--- src/rtl/ad9866_pkg.sv ---
// Shared types and constants for the AD9866 SPI arbiter.
// Holds the FSM state encoding and the RX gain command helper.
package ad9866_pkg;

  typedef enum logic [2:0] {
    IDLE,
    ACK,
    XFER,
    RESP,
    GAP
  } state_e;

  localparam logic [7:0] AD9866_GAIN_ADDR   = 8'h0a;
  localparam logic [1:0] AD9866_GAIN_PREFIX = 2'b01;

  typedef logic [15:0] spi_cmd_t;

  function automatic spi_cmd_t gain_cmd(input logic [5:0] g);
    return {AD9866_GAIN_ADDR, AD9866_GAIN_PREFIX, g};
  endfunction

endpackage

--- src/rtl/ad9866_spi_arbiter_rr_arbiter.sv ---
// Combinational round-robin picker.
// Searches req upward from ptr with wrap; returns one-hot grant.
module rr_arbiter
  import ad9866_pkg::*;
#(
  parameter int N  = 3,
  parameter int PW = (N > 1) ? $clog2(N) : 1
) (
  input  logic [N-1:0]  req,
  input  logic [PW-1:0] ptr,
  output logic [N-1:0]  grant,
  output logic          valid
);

  localparam logic [PW:0] NL = (PW + 1)'(N);

  // first requesting slot at or after ptr, wrapping
  always_comb begin : pick
    logic [PW:0] sum;
    grant = '0;
    valid = 1'b0;
    sum   = '0;
    for (int i = 0; i < N; i++) begin
      sum = {1'b0, ptr} + (PW + 1)'(i);
      if (sum >= NL) sum = sum - NL;
      if (!valid && req[sum[PW-1:0]]) begin
        grant[sum[PW-1:0]] = 1'b1;
        valid = 1'b1;
      end
    end
  end

endmodule

--- src/rtl/ad9866_spi_arbiter.sv ---
// Shares the AD9866 SPI engine between NREQ command requesters
// and a coalescing RX-gain updater, one transaction at a time.
module ad9866_spi_arbiter
  import ad9866_pkg::*;
#(
  parameter int NREQ         = 2,
  parameter int GAP_CYCLES   = 4,
  parameter int ACK_TIMEOUT  = 8,
  parameter int XFER_TIMEOUT = 64
) (
  input  logic                 clk,
  input  logic                 reset_n,
  input  logic [NREQ-1:0]      req_valid,
  input  logic [NREQ*16-1:0]   req_cmd,
  output logic [NREQ-1:0]      req_ready,
  output logic [NREQ-1:0]      rsp_valid,
  output logic [7:0]           rsp_data,
  output logic                 rsp_err,
  input  logic                 gain_update,
  input  logic [5:0]           gain,
  output logic                 gain_pending,
  output logic                 spi_start,
  output logic [15:0]          spi_cmd,
  input  logic                 spi_busy,
  input  logic [7:0]           spi_rdata,
  output logic                 err_sticky
);

  localparam int N  = NREQ + 1;
  localparam int PW = $clog2(N);

  localparam int CMAX =
    (ACK_TIMEOUT > XFER_TIMEOUT) ?
      ((ACK_TIMEOUT > GAP_CYCLES) ? ACK_TIMEOUT : GAP_CYCLES) :
      ((XFER_TIMEOUT > GAP_CYCLES) ? XFER_TIMEOUT : GAP_CYCLES);
  localparam int CW = $clog2(CMAX + 1);

  localparam logic [CW-1:0] ACK_LAST  = CW'(ACK_TIMEOUT - 1);
  localparam logic [CW-1:0] XFER_LAST = CW'(XFER_TIMEOUT - 1);
  localparam logic [CW-1:0] GAP_LAST  = CW'(GAP_CYCLES - 1);
  localparam logic [PW-1:0] GAIN_SLOT = PW'(NREQ);

  state_e          state_q, state_d;
  logic [PW-1:0]   slot_q, slot_d;
  spi_cmd_t        cmd_q, cmd_d;
  logic            start_q, start_d;
  logic [CW-1:0]   cnt_q, cnt_d;
  logic [CW-1:0]   cnt_inc;
  logic [7:0]      rdata_q, rdata_d;
  logic            err_q, err_d;
  logic            sticky_q, sticky_d;
  logic [5:0]      gain_reg_q, gain_reg_d;
  logic            gpend_q, gpend_d;
  logic [PW-1:0]   rr_ptr_q, rr_ptr_d;

  logic [N-1:0]    req_vec;
  logic [N-1:0]    grant;
  logic            gvalid;
  logic [PW-1:0]   gidx;
  spi_cmd_t        sel_cmd;
  logic            accept;

  assign req_vec = {gpend_q, req_valid};
  assign accept  = (state_q == IDLE) && gvalid;
  assign cnt_inc = (&cnt_q) ? cnt_q : cnt_q + 1'b1;

  rr_arbiter #(
    .N  (N),
    .PW (PW)
  ) u_rr (
    .req   (req_vec),
    .ptr   (rr_ptr_q),
    .grant (grant),
    .valid (gvalid)
  );

  // one-hot grant to slot index and the matching command word
  always_comb begin
    gidx    = '0;
    sel_cmd = gain_cmd(gain_reg_q);
    for (int i = 0; i < N; i++) begin
      if (grant[i]) gidx = PW'(i);
    end
    for (int i = 0; i < NREQ; i++) begin
      if (grant[i]) sel_cmd = req_cmd[16*i +: 16];
    end
  end

  // gain capture; a same-cycle update wins over the grant clear
  always_comb begin
    gpend_d    = gpend_q;
    gain_reg_d = gain_reg_q;
    if (accept && grant[NREQ]) gpend_d = 1'b0;
    if (gain_update) begin
      gpend_d    = 1'b1;
      gain_reg_d = gain;
    end
  end

  // transaction FSM: grant, wait for busy, wait for idle, respond, gap
  always_comb begin
    state_d  = state_q;
    slot_d   = slot_q;
    cmd_d    = cmd_q;
    start_d  = 1'b0;
    cnt_d    = cnt_q;
    rdata_d  = rdata_q;
    err_d    = err_q;
    sticky_d = sticky_q;
    rr_ptr_d = rr_ptr_q;
    unique case (state_q)
      IDLE: begin
        if (gvalid) begin
          slot_d   = gidx;
          cmd_d    = sel_cmd;
          start_d  = 1'b1;
          cnt_d    = '0;
          err_d    = 1'b0;
          rdata_d  = 8'h00;
          rr_ptr_d = (gidx == GAIN_SLOT) ? '0 : gidx + 1'b1;
          state_d  = ACK;
        end
      end
      ACK: begin
        if (spi_busy) begin
          cnt_d   = '0;
          state_d = XFER;
        end else if (cnt_q == ACK_LAST) begin
          err_d    = 1'b1;
          sticky_d = 1'b1;
          rdata_d  = 8'h00;
          state_d  = RESP;
        end else begin
          cnt_d = cnt_inc;
        end
      end
      XFER: begin
        if (!spi_busy) begin
          rdata_d = spi_rdata;
          err_d   = 1'b0;
          state_d = RESP;
        end else if (cnt_q == XFER_LAST) begin
          err_d    = 1'b1;
          sticky_d = 1'b1;
          rdata_d  = 8'h00;
          state_d  = RESP;
        end else begin
          cnt_d = cnt_inc;
        end
      end
      RESP: begin
        cnt_d   = '0;
        state_d = GAP;
      end
      GAP: begin
        if (cnt_q == GAP_LAST) begin
          cnt_d   = '0;
          state_d = IDLE;
        end else begin
          cnt_d = cnt_inc;
        end
      end
      default: state_d = IDLE;
    endcase
  end

  // state register with synchronous active-low reset
  always_ff @(posedge clk) begin
    if (!reset_n) begin
      state_q    <= IDLE;
      slot_q     <= '0;
      cmd_q      <= '0;
      start_q    <= 1'b0;
      cnt_q      <= '0;
      rdata_q    <= 8'h00;
      err_q      <= 1'b0;
      sticky_q   <= 1'b0;
      gain_reg_q <= '0;
      gpend_q    <= 1'b0;
      rr_ptr_q   <= '0;
    end else begin
      state_q    <= state_d;
      slot_q     <= slot_d;
      cmd_q      <= cmd_d;
      start_q    <= start_d;
      cnt_q      <= cnt_d;
      rdata_q    <= rdata_d;
      err_q      <= err_d;
      sticky_q   <= sticky_d;
      gain_reg_q <= gain_reg_d;
      gpend_q    <= gpend_d;
      rr_ptr_q   <= rr_ptr_d;
    end
  end

  // response decode; gain slot never gets a response pulse
  always_comb begin
    rsp_valid = '0;
    for (int i = 0; i < NREQ; i++) begin
      rsp_valid[i] = (state_q == RESP) && (slot_q == PW'(i));
    end
  end

  assign req_ready    = accept ? grant[NREQ-1:0] : '0;
  assign rsp_data     = (state_q == RESP) ? rdata_q : 8'h00;
  assign rsp_err      = (state_q == RESP) && err_q;
  assign gain_pending = gpend_q;
  assign spi_start    = start_q;
  assign spi_cmd      = cmd_q;
  assign err_sticky   = sticky_q;

endmodule

--- config.mk ---
export PLATFORM = sky130hd
export DESIGN_NAME = ad9866_spi_arbiter
export DESIGN_NICKNAME = d
export VERILOG_FILES = /design/src/rtl/ad9866_pkg.sv /design/src/rtl/ad9866_spi_arbiter_rr_arbiter.sv /design/src/rtl/ad9866_spi_arbiter.sv
export SDC_FILE = /design/constraint.sdc
export NUM_CORES = 1
export LEC_CHECK = 0
export ABC_CLOCK_PERIOD_IN_PS = 6500
export BUFFER_PORTS_ARGS = -buffer_cell sky130_fd_sc_hd__buf_4
export CAP_MARGIN = 25
export CORE_ASPECT_RATIO = 0.75
export CORE_MARGIN = 4
export CORE_UTILIZATION = 40
export DETAILED_ROUTE_END_ITERATION = 12
export HOLD_SLACK_MARGIN = 0.1
export PLACE_DENSITY = 0.63
export SYNTH_ARGS = -nofsm -noshare
export SYNTH_HDL_FRONTEND = slang
export SYNTH_SLANG_ARGS = --single-unit
--- constraint.sdc ---
create_clock -name clk -period 6.5 [get_ports clk]
set_clock_uncertainty 0.15 [all_clocks]
set_input_delay 0.65 -clock clk [delete_from_list [all_inputs] [get_ports clk]]
set_output_delay 0.65 -clock clk [all_outputs]
set_load 0.1 [all_outputs]
After elaboration in Yosys (flattened, before gate mapping)
Cells that the tools add are included.
Widths: inputs -> output; s select.

word-level totals
  flip-flop bits (word level) = 48
  input port bits = 52

cells by class
  $add $sub $neg = 7
  $lt $le $gt $ge = 9
  equality and inequality tests = 19
  multiplexer cells = 60
  bitwise operators = 2
  reductions and logical operators = 25

operators by type and width
  operator             count
  $mux 7               7
  $mux 8               6
  $pmux 7 s5           1
  $mux 16              2
  $mux 3               9
  $pmux 8 s3           1
  $mux 1               19
  $pmux 3 s5           1
  $reduce_and 5->1     3
  $ne 2x2->1 const B   7
  $mux 2               6
  $logic_and 1x1->1    10
  $lt 2x3->1 const B   3
  $ne 3x3->1 const B   3
  $add 7x1->7 const B  1
  $eq 7x2->1 const B   1
  $eq 7x3->1 const B   1
  $eq 7x6->1 const B   1
  $reduce_and 7->1     1
  $bmux 1 s2           3
  $demux 1 s2          3
  $eq 3x2->1 const B   2
  $ge 2x1->1 const B   3
  $ge 3x2->1 const B   2
  other kinds (20)     26

Depth between registers and ports, before layout
Gate-level depths: netlist (run 1).

  depth after elaboration = 15
  depth in mapped cells = 10

By module
A second synthesis (run 1) with hierarchy kept.

unflattened totals
  cell total of the unflattened synthesis = 288
  area, all modules = 2442.3 sq um

by module, submodules not included
  module              times used  cells an instance  area each (sq um)  sequential area each (sq um)
  ad9866_spi_arbiter  1           250                2170.8             940.9
  rr_arbiter          1           38                 271.5              0.0

Least setup slack after synthesis (run 1)
OpenSTA, ideal clock, no wires.

  path kind = reg2out
  start point = register gpend_q, in the netlist gain_pending
  end point = output port req_ready[0]
  arrival time = 3.190 ns
  required time = 5.700 ns
  slack = 2.510 ns
  stages on the path, launching flop included = 7
  buffers on the path = 2
  path through = dfxtp_1 > clkbuf_1 > nand3b_1 > o21ai_0 > o41ai_4 > clkbuf_1 > nor2_1

on the way
  word-level cells in the longest chain between the ends = 11
  elaborated cells on any way between the ends = 20

RTL lines
  what                          RTL line                             RTL
  start, declared               ad9866_spi_arbiter.sv:53             logic gpend_q, gpend_d;
  start signal, assigned        ad9866_spi_arbiter.sv:191            gpend_q <= gpend_d;
  $bmux 1 s2                    ad9866_spi_arbiter_rr_arbiter.sv:26  if (!valid && req[sum[PW-1:0]]) begin
  $mux 1 (not written as such)  ad9866_spi_arbiter_rr_arbiter.sv:26
  $mux 1                        ad9866_spi_arbiter_rr_arbiter.sv:26
  $logic_not 1->1               ad9866_spi_arbiter_rr_arbiter.sv:26
  $logic_and 1x1->1             ad9866_spi_arbiter_rr_arbiter.sv:26
  $mux 1                        ad9866_spi_arbiter_rr_arbiter.sv:26
  $logic_not 1->1               ad9866_spi_arbiter_rr_arbiter.sv:26
  $logic_and 1x1->1             ad9866_spi_arbiter_rr_arbiter.sv:26
  $mux 1                        ad9866_spi_arbiter_rr_arbiter.sv:26
  $logic_and 1x1->1             ad9866_spi_arbiter.sv:64             assign accept = (state_q == IDLE) && gvalid;
  $mux 2 (*)                    ad9866_spi_arbiter.sv:204            assign req_ready = accept ? grant[NREQ-1:0] : '0;
  end, declared                 ad9866_spi_arbiter.sv:15             output logic [NREQ-1:0] req_ready,

Every way passes the cells marked *; elsewhere a longest branch is shown, timed or not. The select of a mux whose other input is x is not followed.

Worst setup path in the final report (run 1)
  start point = register rr_ptr_q[0]
  end point = output port req_ready[1]

on the way
  word-level cells in the longest chain between the ends = 13
  elaborated cells on any way between the ends = 46

RTL lines
  what                                                                  RTL line                   RTL
  start, declared                                                       ad9866_spi_arbiter.sv:54   logic [PW-1:0] rr_ptr_q, rr_ptr_d;
  start signal, assigned                                                ad9866_spi_arbiter.sv:192  rr_ptr_q <= rr_ptr_d;
  parallel branches: the longest is 12 deep, another holds $add 2x1->3  -
  $mux 2 (*)                                                            ad9866_spi_arbiter.sv:204

Mark *: on every way between the ends. The select of a mux whose other input is x is not followed.

==> flow_summary.yaml, run 1 <==
drt:
  dr_wl_met3_um: 412
  first_pass_iters: 4
  wl_met1_mm: 3.12
  wl_met2_mm: 2.97
  wl_per_cell_um: 15.3
  first_iter_violations: 113
  routed_wl_mm: 6.55
  antenna_left: 0
  vias: 2310
  drc_errors: 0
  avgViaCountPerCell: 5.38
  top_layer_used: "met4"
yosys:
  synth_top_cell_area_share_pct: 38.3
  yosysMostFrequentCell: "dfxtp_1"
  synth-main-ff-cell: "dfxtp_1"
  synth_top_area_cell: "dfxtp_1"
  ys_ff_latch: 47
  synth_cells: 274
  synth_common_cells: "47 x dfxtp_1, 21 x nor2_1, 20 x a21oi_1, 17 x mux2i_1, 16 x a22oi_1"
  synth.cell_area_um2: 2460
  yosysWarnings: 0
  postSynthAreaPerCell_um2: 8.98
  syn_nets: 331
  async_flop_share_pct: 0
  ys_seq_area_share_pct: 38.3
  synth-edff-count: 0
  synth.distinct_cells: 47
  ys_top_cells_by_area: "dfxtp_1 38%, mux2i_1 6.9%, a22oi_1 4.9%, a21oi_1 4.1%, a22o_1 3.6%"
placement:
  hpwl_mm: 4.91
  dp.cells: 421
  io_buffers: 83
  gp_congestion: 0.829
  place_ws_ns: 2.84
power:
  peakVddDrop_uv: 242
  power_leakage_nw: 1.36
  p_per_area_nw_per_um2: 520
  total_power_mw: 1.66
timing:
  slew_viol_final: 0
  hold_violations: 0
  period_share_pct: 61.4
  totalNegativeSetupSlack_ns: 0
  worst_slew_pin_slew_ns: 0.961
  worst_slack_ns: 2.51
  period_minus_slack_ns: 3.99
  slew_headroom_pct: 35.8
  rsz0062_at_grt: "false"
  max_freq_mhz: 250
  setup_violations: 0
global_routing:
  grt_usage_pct: 17.7
  overflow: 0
  first_global_vias: 2382
  grt_pass1_wl_mm: 11.2
  grt_start_max_net_pins: 31
  antenna_found_initial: 0
final_layout:
  diodes: 0
  instances_no_fill: 429
  layout.nets: 407
  area.growth.synth_to_final_pct: 30.1
  drive_gt1_share_pct: 29.3
clock_tree:
  holdBufCountCts: 0
  cts_htree_levels: 2
  post_cts_buffers: 0
  clk_path_buf_depth: 2
  cts_resized: 0
  cts.sinks: 47
  path_clk_slew_ns: 0.09
  cts_tree: "built"
  clk_latency_ns: 0.30
  cts_root_buf: "clkbuf_8"
  cts_made_buffers: 5
setup_path:
  setup.worst_path.class: "reg2out"
  endpoint_kind: "output pin"
  path_delay_family: "buffers and inverters"
  path_max_fanout: 24
  path_buf_inv: 3
  cpPeakStageDelay_ns: 0.63
  critPathLaunchType: "flop"
  cp.arrival_ns: 3.19
  path_cells: "inv_1 > ha_1 > o21ai_0 > o41ai_4 > buf_4 > nor2_2 > buf_4"
  slowest_stage: "nor2_2"
  cp.required_ns: 5.70
  crit_top_cell: "buf_4"
floorplanning:
  dieArea_um2: 7480
  ioPinCount: 84
  die_h_um: 75.9
  rows: 24
  die_w_um: 98.6
  coreArea_um2: 5890
  start_util_pct: 41.8
worst_hold_path:
  hp-class: "reg2reg"
run:
  cap_viol_max_count: 0
status:
  status: "completed"
## power by group
part           leakage, nW  total [mW]  switching [mW]  internal [mW]
Combinational        0.933        1.08           0.780          0.298
Sequential           0.384       0.410          0.0502          0.360
Clock               0.0454       0.177          0.0996         0.0774
## worst paths after layout
check | startpoint | endpoint | slack, ns | cells after the start
min | rdata_q[3] | rdata_q[3] | 0.32 | 1
max | rr_ptr_q[0] | req_ready[1] | 2.51 | 7
max reg2reg | rr_ptr_q[0] | spi_cmd[8] | 3.45 | 8
min reg2reg | rdata_q[3] | rdata_q[3] | 0.32 | 1
## final cells by class
cell class	instances	area, um2
flip-flops and latches	47	941
multi-input cells	203	1400
clock inverters	2	17.5
clock buffers	6	72.6
inverters	8	30.0
well taps	78	97.6
fillers	566	2690
repair buffers	85	638
## layer usage
layer | global-route usage [%] | up-vias
li1 | - | 1172
met2 | 26.9 | 49
met1 | 24.5 | 1085
met5 | 0 | -
met3 | 5.41 | 4
met4 | 3.96 | 0
## layout by cell type (no fill, tap or decap), types with 2 or more instances in the layout
| cell | count |
|---|---|
| a21o_1 | 2 |
| a21oi_1 | 20 |
| a22o_1 | 10 |
| a22oi_1 | 16 |
| a31oi_1 | 3 |
| a32oi_1 | 2 |
| and2_1 | 10 |
| buf_4 | 85 |
| clkbuf_8 | 5 |
| clkinv_4 | 2 |
| dfxtp_1 | 47 |
| ha_1 | 5 |
| inv_1 | 8 |
| mux2i_1 | 17 |
| nand2_1 | 14 |
| nand2b_1 | 4 |
| nand3_1 | 8 |
| nand3b_1 | 3 |
| nand4_1 | 3 |
| nor2_1 | 21 |
| nor2_2 | 2 |
| nor2b_1 | 4 |
| nor3_1 | 9 |
| nor3b_1 | 3 |
| o21ai_0 | 9 |
| o221a_1 | 4 |
| o22ai_1 | 8 |
| o31a_1 | 3 |
| o31ai_1 | 2 |
| or3_1 | 3 |
| or4_1 | 2 |
## worst reg2reg max path, delay by kind of cell, from the launching register on
| kind | cells | cell delay (ns) |
|---|---|---|
| fa+ha+maj | 1 | 0.50 |
| compound gates | 4 | 0.97 |
| flops | 1 | 0.39 |
| simple gates | 1 | 0.63 |
| buf+inv | 2 | 0.32 |
## logic make-up (layout without fill, tap and decap cells)
group,Yosys count,after routing,synth area share [%]
fa+ha+maj,5,5,2.54
flops,47,47,38.3
simple gates,91,91,19.9
buf+inv,24,101,4.68
mux,18,18,7.38
compound gates,89,89,27.3
## state kept, by name (all words and copies together), names as in the netlist, 2 cells and up
name	cells
gain_reg_q	6
state_q	3
rdata_q	8
cnt_q	7
spi_cmd	16
rr_ptr_q	2
## metrics by stage
step                cell area (um2)  util, %  hold slack, ns
finish                         3200     54.4           0.323
global route                   3200     54.4           0.334
CTS                            3200     54.4           0.327
detailed placement             3110     52.8           0.301
global placement               3110     52.8           0.298
floorplan                      2460        -           0.284
No activity file was read; power rests on OpenSTA's default activity.
==> inputs of run 2 (changes only) <==
--- a/config.mk
+++ b/config.mk
@@ -5,7 +5,7 @@
 export SDC_FILE = /design/constraint.sdc
 export NUM_CORES = 1
 export LEC_CHECK = 0
-export ABC_CLOCK_PERIOD_IN_PS = 6500
+export ABC_CLOCK_PERIOD_IN_PS = 3600
 export BUFFER_PORTS_ARGS = -buffer_cell sky130_fd_sc_hd__buf_4
 export CAP_MARGIN = 25
 export CORE_ASPECT_RATIO = 0.75
@@ -13,7 +13,7 @@
 export CORE_UTILIZATION = 40
 export DETAILED_ROUTE_END_ITERATION = 12
 export HOLD_SLACK_MARGIN = 0.1
-export PLACE_DENSITY = 0.63
+export PLACE_DENSITY = 0.66
 export SYNTH_ARGS = -nofsm -noshare
 export SYNTH_HDL_FRONTEND = slang
 export SYNTH_SLANG_ARGS = --single-unit
==> constraint.sdc (replaced) <==
create_clock -name clk -period 3.6 [get_ports clk]
set_clock_uncertainty 0.15 [all_clocks]
set_input_delay 0.36 -clock clk [delete_from_list [all_inputs] [get_ports clk]]
set_output_delay 0.36 -clock clk [all_outputs]
set_load 0.1 [all_outputs]
==> flow_summary.yaml, run 2 (same netlist as run 1, synthesis figures left out) <==
global_routing:
  first_global_vias: 2272
  grt_pass1_wl_mm: 11.1
  antenna_found_initial: 0
  overflow: 0
  grt_start_max_net_pins: 31
  grt_usage_pct: 17.6
setup_path:
  path_max_fanout: 12
  critPathLaunchType: "flop"
  regToRegStartpoint: "rr_ptr_q[0]"
  endpoint_kind: "output pin"
  worst_r2r_endpoint: "cnt_q[5]"
  crit_start: "rr_ptr_q[0]"
  reg2reg_depth: 8
  cp.arrival_ns: 2.67
  worstSetupEndpoint: "req_ready[0]"
  setup.worst_path.class: "reg2out"
  rrSetupSlack_ns: 0.61
  cp.required_ns: 3.09
placement:
  dp.cells: 423
  place_ws_ns: 0.650
  hpwl_mm: 5.04
  gp_congestion: 0.785
  io_buffers: 83
  placed_cell_area_um2: 3130
power:
  switching_share_pct: 55.8
  power_leakage_nw: 1.38
  clkPwrFrac_pct: 11.1
  peakVddDrop_uv: 599
  total_power_mw: 3.05
  p_seq_share_pct: 24.4
  p_int_mw: 1.35
  p_per_area_nw_per_um2: 947
  comb_power_share_pct: 64.5
  p_sw_mw: 1.70
drt:
  vias: 2366
  antenna_left: 0
  wl_per_cell_um: 15.7
  drc_errors: 0
  first_iter_violations: 134
  avgViaCountPerCell: 5.48
  routed_wl_mm: 6.80
  first_pass_iters: 4
timing:
  hold_violations: 0
  max_freq_mhz: 315
  totalNegativeSetupSlack_ns: 0
  slew_headroom_pct: 34.4
  worst_slack_ns: 0.423
  worst_slew_pin_slew_ns: 0.983
  period_share_pct: 88.3
  rsz0062_at_grt: "false"
  slew_viol_final: 0
  period_minus_slack_ns: 3.18
  setup_violations: 0
run:
  cap_viol_max_count: 0
clock_tree:
  cts_made_buffers: 5
  cts_htree_levels: 2
  clk_path_buf_depth: 2
  cts.sinks: 47
  cts_root_buf: "clkbuf_8"
  clk_latency_ns: 0.30
  path_clk_slew_ns: 0.10
  cts_resized: 0
  post_cts_buffers: 0
  cts_tree: "built"
  holdBufCountCts: 0
final_layout:
  largest_reg_flops: 16
  layout.area.seq_um2: 941
  layout_commonest_cell: "buf_4"
  multi_input_area_um2: 1410
  layout_common_cells: "87 x buf_4, 47 x dfxtp_1, 20 x nor2_1, 20 x a21oi_1, 17 x mux2i_1"
  n_fill_cell: 579
  area.growth.synth_to_final_pct: 31.1
  drive_gt1_share_pct: 30.5
  stdcell_area_um2: 3220
  diodes: 0
  instances_no_fill: 432
  layout.nets: 410
floorplanning:
  rows: 24
  dieArea_um2: 7480
  die_w_um: 98.6
  coreArea_um2: 5890
  die_h_um: 75.9
  ioPinCount: 84
  start_util_pct: 41.8
worst_hold_path:
  hp-class: "in2reg"
status:
  status: "completed"
[run 2: metrics by stage]
stage               utilization, %  hold slack (ns)
floorplan                        -            0.284
global placement              53.1            0.299
detailed placement            53.1            0.299
CTS                           54.7            0.118
global route                  54.8            0.115
finish                        54.8            0.126
[run 2: worst min-delay path by stage]
| stage | depth (start not counted) | slack (ns) | start | to |
|---|---|---|---|---|
| 6_report | 2 | 0.13 | spi_rdata[3] | rdata_q[3] |
| 5_1_grt | 2 | 0.11 | spi_rdata[1] | rdata_q[1] |
| 4_1_cts | 2 | 0.12 | spi_rdata[3] | rdata_q[3] |
| 3_5_place_dp | 1 | 0.30 | rdata_q[7] | rdata_q[7] |
| 3_3_place_gp | 1 | 0.30 | rdata_q[4] | rdata_q[4] |
| 2_1_floorplan | 1 | 0.28 | rdata_q[0] | rdata_q[0] |
[run 2: power by group through the flow]
| stage | combinational (mW) | sequential (mW) | clock, mW |
|---|---|---|---|
| finish | 1.97 | 0.744 | 0.340 |
| CTS | 1.97 | 0.743 | 0.349 |
| detailed placement | 1.97 | 0.751 | 0 |
| global placement | 1.96 | 0.753 | 0 |
| global route | 2.09 | 0.760 | 0.368 |
| floorplan | 0.952 | 1.36 | 0 |
[run 2: per-layer routing]
layer	vias up	track usage [%]	wire length, um
li1	1182	-	-
met1	1114	25.8	3350
met2	68	26.1	2960
met3	2	4.95	458
met4	0	2.86	27
met5	-	0	0
[run 2: area by class of cell]
class	instances	area share (%)
Multi-Input combinational cell	203	43.6
Sequential cell	47	29.2
Timing Repair Buffer	88	20.4
Tap cell	78	3.03
Clock buffer	5	2.13
Inverter	8	0.931
Clock inverter	3	0.698
[run 2: worst max-delay path: stages (launching register included)]
cell,delay (ns)
dfxtp_1,0.40
inv_1,0.08
ha_1,0.58
mux2i_1,0.29
o21ai_0,0.13
a31o_2,0.23
mux2i_1,0.34
nor2_2,0.06
buf_4,0.24
==> inputs of run 3 (changes only) <==
--- a/config.mk
+++ b/config.mk
@@ -14,6 +14,7 @@
 export DETAILED_ROUTE_END_ITERATION = 12
 export HOLD_SLACK_MARGIN = 0.1
 export PLACE_DENSITY = 0.66
+export REMOVE_ABC_BUFFERS = 1
 export SYNTH_ARGS = -nofsm -noshare
 export SYNTH_HDL_FRONTEND = slang
 export SYNTH_SLANG_ARGS = --single-unit
==> flow_summary.yaml, run 3 (same netlist as run 1, synthesis figures left out) <==
status:
  status: "completed"
setup_path:
  critPathLaunchType: "flop"
  path_delay_family: "adder cells"
  reg2reg_depth: 8
  cp.required_ns: 3.09
  crit_top_cell: "mux2i_1"
  cpPeakStageDelay_ns: 0.60
  path_max_fanout: 12
  path_cells: "inv_1 > ha_1 > mux2i_1 > a2bb2oi_1 > a31o_2 > mux2i_1 > nor2_1 > buf_4"
  cp.arrival_ns: 2.76
  rrSetupSlack_ns: 0.61
  path_buf_inv: 2
  slowest_stage: "ha_1"
  setup.worst_path.class: "reg2out"
  regToRegStartpoint: "rr_ptr_q[0]"
  endpoint_kind: "output pin"
  worst_r2r_endpoint: "cnt_q[5]"
floorplanning:
  start_util_pct: 41.8
  dieArea_um2: 7480
  coreArea_um2: 5890
  die_h_um: 75.9
  rows: 24
  ioPinCount: 84
  die_w_um: 98.6
final_layout:
  layout_common_cells: "87 x buf_4, 47 x dfxtp_1, 21 x nor2_1, 20 x a21oi_1, 17 x mux2i_1"
  layout_commonest_cell: "buf_4"
  area.growth.synth_to_final_pct: 30.9
  diodes: 0
  drive_gt1_share_pct: 29.7
  stdcell_area_um2: 3220
  layout.nets: 409
  largest_reg_flops: 16
clock_tree:
  holdBufCountCts: 0
  path_clk_slew_ns: 0.09
  clk_path_buf_depth: 2
  cts_htree_levels: 2
  cts_resized: 0
  cts_made_buffers: 5
  cts_root_buf: "clkbuf_8"
  clk_latency_ns: 0.30
  cts.sinks: 47
  post_cts_buffers: 0
  cts_tree: "built"
timing:
  hold_violations: 0
  period_minus_slack_ns: 3.27
  setup_violations: 0
  rsz0062_at_grt: "false"
  period_share_pct: 90.9
  worst_slack_ns: 0.327
  slew_viol_final: 0
  totalNegativeSetupSlack_ns: 0
  max_freq_mhz: 306
  worst_slew_pin_slew_ns: 0.967
  slew_headroom_pct: 35.4
  hold_ws_ns: 0.125
global_routing:
  overflow: 0
  first_global_vias: 2304
  antenna_found_initial: 0
  grt_start_max_net_pins: 30
  grt_usage_pct: 17.9
  grt_pass1_wl_mm: 11.0
worst_hold_path:
  min_path_cells: 2
  hold_end: "rdata_q[1]"
  hp-class: "in2reg"
  min_from: "spi_rdata[1]"
drt:
  drc_errors: 0
  first_pass_iters: 4
  first_iter_violations: 139
  wl_per_cell_um: 15.7
  avgViaCountPerCell: 5.56
  antenna_left: 0
  vias: 2395
  routed_wl_mm: 6.78
placement:
  io_buffers: 83
  place_ws_ns: 0.644
  gp_congestion: 0.832
  placed_cell_area_um2: 3130
  hpwl_mm: 4.99
run:
  cap_viol_max_count: 0
power:
  total_power_mw: 3.05
  p_per_area_nw_per_um2: 946
  power_leakage_nw: 1.38
  peakVddDrop_uv: 828
run 3: per-layer routing:
layer / global-route usage, % / vias to the layer above / wire length (um)
li1: - / 1175 / -
met3: 5.41 / 5 / 530
met1: 25.7 / 1120 / 3330
met4: 4.91 / 0 / 61
met2: 25.7 / 95 / 2850
met5: 0 / - / 0
run 3: worst reg2reg max path: cells and delay by family (launching register included):
kind | cells | cell delay [ns]
buffers and inverters | 1 | 0.08
AND/OR/NAND/NOR | 3 | 0.72
AO/OA/AOI/OAI | 3 | 0.95
flip-flops | 1 | 0.39
adder cells (fa/ha/maj) | 1 | 0.60
run 3: layout make-up:
class	count	area, um2
clock inverter	1	8.76
tap	78	97.6
inverter	8	30.0
timing repair buffer	87	653
multi-input combinational	203	1400
fill	571	2670
clock buffer	7	86.3
sequential	47	941
run 3: power breakdown:
part	total (mW)	internal [mW]	switching (mW)
sequential	0.748	0.649	0.0989
clock	0.339	0.158	0.181
combinational	1.96	0.545	1.41
total	3.05	1.35	1.69
run 3: worst max-delay path by stage:
stage	start	end	slack, ns	depth (start not counted)
after floorplan	gain_pending	req_ready[0]	0.05	5
after global placement	rr_ptr_q[0]	req_ready[0]	0.70	8
after detailed placement	rr_ptr_q[0]	cnt_q[5]	0.64	8
after CTS	rr_ptr_q[0]	req_ready[0]	0.36	8
after global routing	rr_ptr_q[0]	req_ready[0]	0.12	8
final	rr_ptr_q[0]	req_ready[0]	0.33	8
run 3: per-stage QoR:
stage | util, % | std cells
6_report | 54.7 | 431
3_5_place_dp | 53.1 | 423
5_1_grt | 54.7 | 431
2_1_floorplan | - | 258
4_1_cts | 54.7 | 431
3_3_place_gp | 53.1 | 423
